==> src/rtl/add16_seq_ctrl.sv <==
// Multi-word add/subtract sequencer around a 16-bit ripple adder, LS word first.
// Optional zero_flag output is enabled by defining ADD16_SEQ_ZFLAG_EN.

module adder (
  input  logic [15:0] x,
  input  logic [15:0] y,
  input  logic        cin,
  output logic [15:0] sum,
  output logic        cout
);
  logic [16:0] c;

  assign c[0] = cin;

  for (genvar gi = 0; gi < 16; gi++) begin : g_fa
    assign sum[gi]  = x[gi] ^ y[gi] ^ c[gi];
    assign c[gi+1]  = (x[gi] & y[gi]) | (c[gi] & (x[gi] ^ y[gi]));
  end

  assign cout = c[16];
endmodule

module add16_seq_ctrl #(
  parameter int NWORDS = 4
) (
  input  logic        clk,
  input  logic        rst,
  input  logic        start,
  input  logic        sub,
  output logic        busy,
  input  logic        in_valid,
  output logic        in_ready,
  input  logic [15:0] in_x,
  input  logic [15:0] in_y,
  output logic        out_valid,
  input  logic        out_ready,
  output logic [15:0] out_sum,
  output logic        out_last,
  output logic        done,
  output logic        cout_final,
  output logic        ovf
`ifdef ADD16_SEQ_ZFLAG_EN
  ,
  output logic        zero_flag
`endif
);
  localparam int CNT_W = $clog2(NWORDS);
  localparam logic [CNT_W-1:0] LAST_CNT = CNT_W'(NWORDS - 1);

  typedef enum logic [1:0] {
    S_IDLE,
    S_RUN,
    S_DRAIN
  } state_t;

  state_t           state_q;
  logic [CNT_W-1:0] cnt_q;
  logic             sub_q;
  logic             carry_q;
  logic             busy_q;
  logic             out_valid_q;
  logic             out_last_q;
  logic [15:0]      out_sum_q;
  logic             done_q;
  logic             cout_final_q;
  logic             ovf_q;

  logic [15:0]      y_eff;
  logic [15:0]      sum_d;
  logic             cout_d;
  logic             in_hs;
  logic             out_hs;
  logic             ovf_d;

  // Subtraction inverts y and seeds the carry with 1 at start.
  assign y_eff = sub_q ? ~in_y : in_y;

  adder u_adder (
    .x    (in_x),
    .y    (y_eff),
    .cin  (carry_q),
    .sum  (sum_d),
    .cout (cout_d)
  );

  assign in_ready = (state_q == S_RUN) && (!out_valid_q || out_ready);
  assign in_hs    = in_valid && in_ready;
  assign out_hs   = out_valid_q && out_ready;
  assign ovf_d    = (in_x[15] == y_eff[15]) && (sum_d[15] != in_x[15]);

  always_ff @(posedge clk) begin
    if (rst) begin
      state_q      <= S_IDLE;
      cnt_q        <= '0;
      sub_q        <= 1'b0;
      carry_q      <= 1'b0;
      busy_q       <= 1'b0;
      out_valid_q  <= 1'b0;
      out_last_q   <= 1'b0;
      out_sum_q    <= 16'h0000;
      done_q       <= 1'b0;
      cout_final_q <= 1'b0;
      ovf_q        <= 1'b0;
    end else begin
      done_q <= 1'b0;
      case (state_q)
        S_IDLE: begin
          if (start) begin
            state_q      <= S_RUN;
            busy_q       <= 1'b1;
            sub_q        <= sub;
            carry_q      <= sub;
            cnt_q        <= '0;
            cout_final_q <= 1'b0;
            ovf_q        <= 1'b0;
          end
        end
        S_RUN: begin
          if (in_hs) begin
            out_sum_q   <= sum_d;
            out_valid_q <= 1'b1;
            carry_q     <= cout_d;
            cnt_q       <= cnt_q + 1'b1;
            if (cnt_q == LAST_CNT) begin
              out_last_q   <= 1'b1;
              cout_final_q <= cout_d;
              ovf_q        <= ovf_d;
              state_q      <= S_DRAIN;
            end
          end else if (out_hs) begin
            out_valid_q <= 1'b0;
          end
        end
        S_DRAIN: begin
          if (out_hs) begin
            out_valid_q <= 1'b0;
            out_last_q  <= 1'b0;
            busy_q      <= 1'b0;
            done_q      <= 1'b1;
            state_q     <= S_IDLE;
          end
        end
        default: state_q <= S_IDLE;
      endcase
    end
  end

`ifdef ADD16_SEQ_ZFLAG_EN
  logic zacc_q;
  logic zero_flag_q;

  // zacc_q accumulates "all words zero" and is published when the last word leaves.
  always_ff @(posedge clk) begin
    if (rst) begin
      zacc_q      <= 1'b0;
      zero_flag_q <= 1'b0;
    end else begin
      if (state_q == S_IDLE && start) begin
        zacc_q      <= 1'b1;
        zero_flag_q <= 1'b0;
      end else if (state_q == S_RUN && in_hs) begin
        zacc_q <= zacc_q && (sum_d == 16'h0000);
      end else if (state_q == S_DRAIN && out_hs) begin
        zero_flag_q <= zacc_q;
      end
    end
  end

  assign zero_flag = zero_flag_q;
`endif

  assign busy       = busy_q;
  assign out_valid  = out_valid_q;
  assign out_sum    = out_sum_q;
  assign out_last   = out_last_q;
  assign done       = done_q;
  assign cout_final = cout_final_q;
  assign ovf        = ovf_q;
endmodule
==> config.mk <==
export PLATFORM = sky130hd
export DESIGN_NAME = add16_seq_ctrl
export DESIGN_NICKNAME = d
export VERILOG_FILES = /design/src/rtl/add16_seq_ctrl.sv
export SDC_FILE = /design/constraint.sdc
export NUM_CORES = 1
export LEC_CHECK = 0
export BUFFER_PORTS_ARGS = -buffer_cell sky130_fd_sc_hd__buf_4
export CORE_ASPECT_RATIO = 0.8
export CORE_UTILIZATION = 50
export DETAILED_ROUTE_END_ITERATION = 8
export PLACE_DENSITY = 0.86
export SYNTH_ARGS = -nofsm -noshare
export SYNTH_HDL_FRONTEND = slang
export SYNTH_HIERARCHICAL = 1
export SYNTH_SLANG_ARGS = --single-unit
==> constraint.sdc <==
create_clock -name clk -period 17.19 [get_ports clk]
set_clock_uncertainty 0.2 [all_clocks]
set_input_delay 3.438 -clock clk [delete_from_list [all_inputs] [get_ports clk]]
set_output_delay 3.438 -clock clk [all_outputs]
set_load 0.02 [all_outputs]
### Word-level counts from Yosys, hierarchy flattened

Index checks and enable logic that the tools add are counted.

* add/sub/neg operators: 1
* equality and inequality tests: 9
* muxes and demuxes: 29
* bitwise logic cells: 82
* reductions and logical operators: 18

Operators by type and width (count)
* bitwise AND 1 bit: 32
* XOR 1 bit: 32
* two-way mux 16 bit: 1
* NOT 16 bit: 1
* OR 1 bit: 16
* two-way mux 1 bit: 14
* two-way mux 2 bit: 6
* one-hot mux 1 bit (2 select lines): 6
* AND reduction 4 bit: 3
* != test 2 bit, second input constant: 3
* one-hot mux 2 bit (3 select lines): 1
* AND reduction 3 bit: 2
* nonzero test 2 bit: 3
* equality test 2 bit, second input constant: 2
* logical AND 1 bit: 4
* one-hot mux 2 bit (2 select lines): 1
* AND reduction 2 bit: 2
* adder 2 x 1 -> 2 bit, second input constant: 1
* equality test 2 x 1 -> 1 bit, second input constant: 1
* zero test 2 bit: 1
* != test 2 x 1 -> 1 bit, second input constant: 1
* OR reduction 2 bit: 1
* equality test 1 bit: 1
* zero test 1 bit: 1
* other kinds (3): 3

* flip-flop bits (word level): 28
* output and inout bits: 23
* word-level logic and storage cells: 150

### Logic depth before layout (Yosys ltp)

* depth after elaboration: 39
* depth in mapped cells: 27
* depth with buffers taken out: 25

### Modules after synthesis

Netlist, hierarchy kept.

Modules (own cells, without submodules)
* add16_seq_ctrl: instances 1, cells an instance 166, area each 1436.4 sq um
* adder: instances 1, cells an instance 26, area each 357.8 sq um

### Worst setup path before layout

Ideal clock, no wire load.

* path type: in2reg
* start: input in_y[0]
* end: register ovf_q, in the netlist ovf
* arrival: 10.114 ns
* required time: 16.919 ns
* path slack: 6.805 ns
* stages on the path: 25
* buffers on the path: 0
* cells stage by stage: xor2_1 fa_1 inv_1 fa_1 inv_1 fa_1 fa_1 fa_1 fa_1 fa_1 fa_1 fa_1 fa_1 fa_1 fa_1 fa_1 fa_1 fa_1 inv_1 fa_1 inv_1 nand2b_1 mux2i_1 nand3_1 a21oi_1

* longest elaborated chain between the ends: 39
* elaborated cells between the ends (all ways): 40
* those cells by class: 1 x eq/ne; 4 x mux; 34 x bitwise; 1 x reduce/logical

RTL lines
* start: declaration: RTL line 34 `input logic [15:0] in_y,`
* NOT 16 bit: RTL line 76 `assign y_eff = sub_q ? ~in_y : in_y;`
* two-way mux 16 bit *: RTL line 76
* XOR 1 bit: RTL line 17 `assign c[gi+1] = (x[gi] & y[gi]) | (c[gi] & (x[gi] ^ y[gi]));`
* bitwise AND 1 bit: RTL line 17
* OR 1 bit *: RTL line 17
* bitwise AND 1 bit *: RTL line 17
* OR 1 bit *: RTL line 17
* bitwise AND 1 bit *: RTL line 17
* [... 24 more ...]
* OR 1 bit *: RTL line 17
* XOR 1 bit *: RTL line 16 `assign sum[gi] = x[gi] ^ y[gi] ^ c[gi];`
* via sum_d[15]: RTL line 69 `logic [15:0] sum_d;`
* != test 1 bit *: RTL line 89 `assign ovf_d = (in_x[15] == y_eff[15]) && (sum_d[15] != in_x[15]);`
* logical AND 1 bit *: RTL line 89
* two-way mux 1 bit *: RTL line 124 `if (cnt_q == LAST_CNT) begin`
* two-way mux 1 bit *: RTL line 119 `if (in_hs) begin`
* one-hot mux 1 bit (2 select lines) *: RTL line 106 `case (state_q)`
* end signal: assignment: RTL line 127 `ovf_q <= ovf_d;`
* end: declaration: RTL line 66 `logic ovf_q;`

The timed path passes the listed nets; every way through them passes the cells marked *. The select of a mux whose other input is x is not followed.
A chain may end at the register's enable or synchronous reset.

### Final worst setup path

* start: input in_y[0]
* end: register ovf_q, in the netlist ovf

* longest elaborated chain between the ends: 39
* elaborated cells between the ends (all ways): 40
* those cells by class: 1 x eq/ne; 4 x mux; 34 x bitwise; 1 x reduce/logical

RTL lines
* NOT 16 bit: RTL line 76
* two-way mux 16 bit *: RTL line 76
* via y_eff[0]: RTL line 68 `logic [15:0] y_eff;`
* XOR 1 bit: RTL line 17
* bitwise AND 1 bit: RTL line 17
* OR 1 bit *: RTL line 17
* bitwise AND 1 bit *: RTL line 17
* OR 1 bit *: RTL line 17
* [... 25 more ...]
* OR 1 bit *: RTL line 17
* XOR 1 bit *: RTL line 16
* via sum_d[15]: RTL line 69
* != test 1 bit *: RTL line 89
* logical AND 1 bit *: RTL line 89
* two-way mux 1 bit *: RTL line 124
* two-way mux 1 bit *: RTL line 119
* one-hot mux 1 bit (2 select lines) *: RTL line 106

Marked as above.

==> impl_results.rst <==
.. list-table::
   :header-rows: 1

   * - Metric
     - Value
   * - Result of the run
     - complete, no violations
   * - Ranking of synthesized cells by instance count
     - sky130_fd_sc_hd__nand2_1, sky130_fd_sc_hd__dfxtp_1, sky130_fd_sc_hd__a21oi_1
   * - Setup total negative slack
     - 0 ns
   * - Final Critical Period
     - 10.62 ns
   * - Die area
     - 3830 um2
   * - Die boundary width
     - approximately 70 um
   * - HPWL after DPL
     - 3.06 mm
   * - Number of buffers added by the clock tree synthesis step
     - 3
   * - Critical path endpoint category
     - register
   * - Resized Gates After CTS
     - 0
   * - Via count of the first global-routing pass
     - approximately 1400
   * - Iteration count of the initial detailed-routing pass
     - 4
   * - PortBufs
     - 60
   * - Worst vdd rail ir drop
     - 48.6 uV
   * - Setup WS post-layout
     - 6.57 ns
   * - Reg power frac
     - 33.7%
   * - Netlist area before placement
     - 1790 um2
   * - Final Hold Viols
     - 0
   * - Yosys Warn Count
     - 6
   * - Initial antenna violation count
     - 0
   * - Data arrival, critical path
     - about 11 ns
   * - H-tree depth
     - 1
   * - Largest net degree at the start of global routing
     - 32
   * - Family with the most delay on the worst path
     - adder cells
   * - Area growth, synth to finish
     - 27.8%
   * - Crit-path slowest cell
     - sky130_fd_sc_hd__fa_1
   * - Layout cell share with drive strength beyond 1
     - around 30%
   * - Crit Path Category
     - in2reg
   * - Sequential area share after synthesis
     - 31.2%
   * - Average detailed-routed wire length per instance
     - 13.9 um
   * - Library cell used as clock root buffer
     - sky130_fd_sc_hd__clkbuf_8
   * - Number of max-cap violations
     - 0
   * - Count of final max-slew check failures
     - 0
   * - Normalized max-slew margin
     - 38.5%
   * - Worst Tran Pin Value
     - 0.922 ns
   * - Final antenna-violating net count
     - 0
   * - Pwr per Cell Area
     - approximately 110 nW/um2
   * - Count of vias placed by the detailed router
     - 1476
   * - Maximum root-to-sink buffer count
     - 2
   * - Worst path buffer plus inverter count
     - 5
   * - Count of buffers added by post-CTS timing repair for setup
     - 0
   * - Leak pwr
     - ~1.0 nW
   * - Share of power burned in combinational logic
     - 50.2%
   * - Post-Place Cell Area
     - 2240 um2
   * - Global-route usage over all layers
     - 22.8%
   * - Skew-Pair Late Insertion Delay
     - 0.28 ns
   * - Cell count after placement
     - 285
   * - Non-filler cells, final
     - 289
   * - Dominant cells by area after synthesis
     - sky130_fd_sc_hd__dfxtp_1, sky130_fd_sc_hd__fa_1, sky130_fd_sc_hd__xor2_1
   * - Die boundary height
     - 55.6 um
   * - Total detailed-routing wirelength
     - around 4 mm
   * - Fmax
     - ~94 MHz
   * - Hold Path Class
     - reg2reg
   * - First-pass GRT wire length
     - 6.47 mm
   * - Slowest Stage Delay on Critical Path
     - 0.45 ns
   * - RSZ-0062 raised after global routing
     - false
   * - Area share of the leading cell type in the synthesized netlist
     - 31.2%
   * - Crit start category
     - primary input
   * - Count of routing violations after the opening detailed-route iteration
     - 61
   * - Switching power share of the total
     - 40.4%
   * - Net count reported at finish
     - around 310
   * - Internal cell power
     - 0.000154 W
   * - Critical Path Most Common Cell
     - sky130_fd_sc_hd__fa_1
   * - Hold buffer count at cts
     - 0
   * - Leading cell type by number of instances after synthesis
     - sky130_fd_sc_hd__nand2_1
   * - Flops & latches, synth
     - 28
   * - Clock-pin transition on the worst setup and hold timing paths
     - 0.09 ns
   * - Top_reg_cell synth
     - sky130_fd_sc_hd__dfxtp_1
   * - Number of diodes added for antenna fixing
     - 0
   * - Share of flip-flops with an asynchronous set or reset
     - 0%
   * - Count of standard-cell rows
     - 19
   * - Number of enable-type register cells in the synthesized netlist
     - 0
   * - Largest area contributor in the netlist
     - sky130_fd_sc_hd__dfxtp_1
   * - Top-Level Pins
     - slightly above 60
   * - # DRC
     - 0
   * - Clock tree from TritonCTS
     - yes
   * - Setup slack at placement
     - between 6 and 7 ns
   * - Fin crit share
     - 61.8%
   * - Average cell area after synthesis
     - 9.34 um2
   * - Required time of the worst setup path
     - 17.21 ns
   * - Sinks on the clock net
     - 28
   * - Fraction of power consumed by the clock network
     - 16.1%
   * - Initial Util
     - between 50% and 60%
   * - Final design instance area without fill
     - 2290 um2
   * - Setup violations, final
     - 0
   * - Total congestion overflow
     - 0
   * - Routability cong.
     - slightly above 0.9
   * - Post-synthesis cell count
     - 192
   * - Number of distinct library cells after synthesis
     - 34
   * - CP max FO
     - 3
   * - Average via count per standard cell
     - 5.11
   * - Worst hold slack after final layout
     - 0.260 ns
   * - Area of the core
     - ~3400 um2
   * - Post-synth net total
     - approximately 250
   * - Switching power summed over all nets
     - 0.000104 W
-- tightest hold or removal path, cell delays in order, from the launching register on --
cell and delay (ns):
sky130_fd_sc_hd__dfxtp_1 0.32, sky130_fd_sc_hd__nand2_1 0.05, sky130_fd_sc_hd__a21oi_1 0.05
-- cell families (layout without fill, tap and decap cells) --
logic type / count (synthesis) / in the layout / synth area share (%)
and+or+nand+nor: 65 / 65 / 17.7
AOI/OAI and AO/OA: 33 / 33 / 12.1
DFF: 28 / 28 / 31.2
buffers and inverters: 23 / 78 / 6.21
adders and majority gates: 22 / 22 / 22.0
xor gates and xnor gates: 16 / 16 / 7.81
muxes: 5 / 5 / 2.86
-- per-layer routing --
metal | up-vias | GRT usage (%) | part of all wire, %
met4 | 0 | 7.00 | 1.1
met3 | 4 | 2.25 | 4.6
met2 | 44 | 37.9 | 52
li1 | 734 | - | -
met5 | - | 0 | 0
met1 | 694 | 30.8 | 42
-- layout make-up --
| cell class | instances | area, um2 |
|---|---|---|
| clock buffer | 4 | 55.1 |
| fill | 298 | 1130 |
| inverter | 14 | 52.6 |
| multi-input combinational | 141 | 1120 |
| sequential | 28 | 561 |
| tap | 42 | 52.6 |
| timing repair buffer | 60 | 450 |
-- state kept, by name, summed over array words and instances, names as in the netlist --
signal      count
out_sum        16
cnt_q           2
state_q         2
busy            1
carry_q         1
cout_final      1
done            1
out_last        1
out_valid       1
ovf             1
sub_q           1
-- stage by stage --
stage	util, %	power, W
2_1_floorplan	-	0.000178
3_3_place_gp	65.4	0.000211
3_5_place_dp	65.4	0.000217
4_1_cts	67.0	0.000258
5_1_grt	67.0	0.000278
6_report	67.0	0.000258
-- power groups by stage --
stage	combinational [W]	clock [W]	sequential [W]
2_1_floorplan	0.0000838	0	0.0000942
3_3_place_gp	0.000124	0	0.0000879
3_5_place_dp	0.000128	0	0.0000885
4_1_cts	0.000129	0.0000421	0.0000870
5_1_grt	0.000144	0.0000455	0.0000888
6_report	0.000129	0.0000415	0.0000868
-- placed cells by master, fill, tap and decap left out, drive strengths merged --
| master | count |
|---|---|
| nor2b | 1 |
| nand2b | 10 |
| nor2 | 5 |
| mux2 | 1 |
| and2 | 1 |
| a32oi | 2 |
| inv | 14 |
| a2111oi | 1 |
| or2 | 1 |
| nand2 | 37 |
| o2111ai | 1 |
| o21ai | 4 |
| and3 | 2 |
| buf | 60 |
| o21ba | 1 |
| ha | 6 |
| fa | 16 |
| clkbuf | 4 |
| dfxtp | 28 |
| nor3 | 1 |
| mux2i | 4 |
| nand3b | 1 |
| a21oi | 23 |
| o41ai | 1 |
| xor2 | 16 |
| or3 | 1 |
| nand3 | 5 |
-- worst paths after layout --
kind	from	end	slack, ns	cells after the start
min reg2reg	out_sum[6]$_SDFFE_PP0P_	out_sum[6]$_SDFFE_PP0P_	0.26	2
min	out_sum[6]$_SDFFE_PP0P_	out_sum[6]$_SDFFE_PP0P_	0.26	2
max	in_y[0]	ovf$_SDFFE_PP0P_	6.57	26
max reg2reg	sub_q$_SDFFE_PP0P_	ovf$_SDFFE_PP0P_	8.85	25
Note: power is estimated with default switching activity, not from simulation.
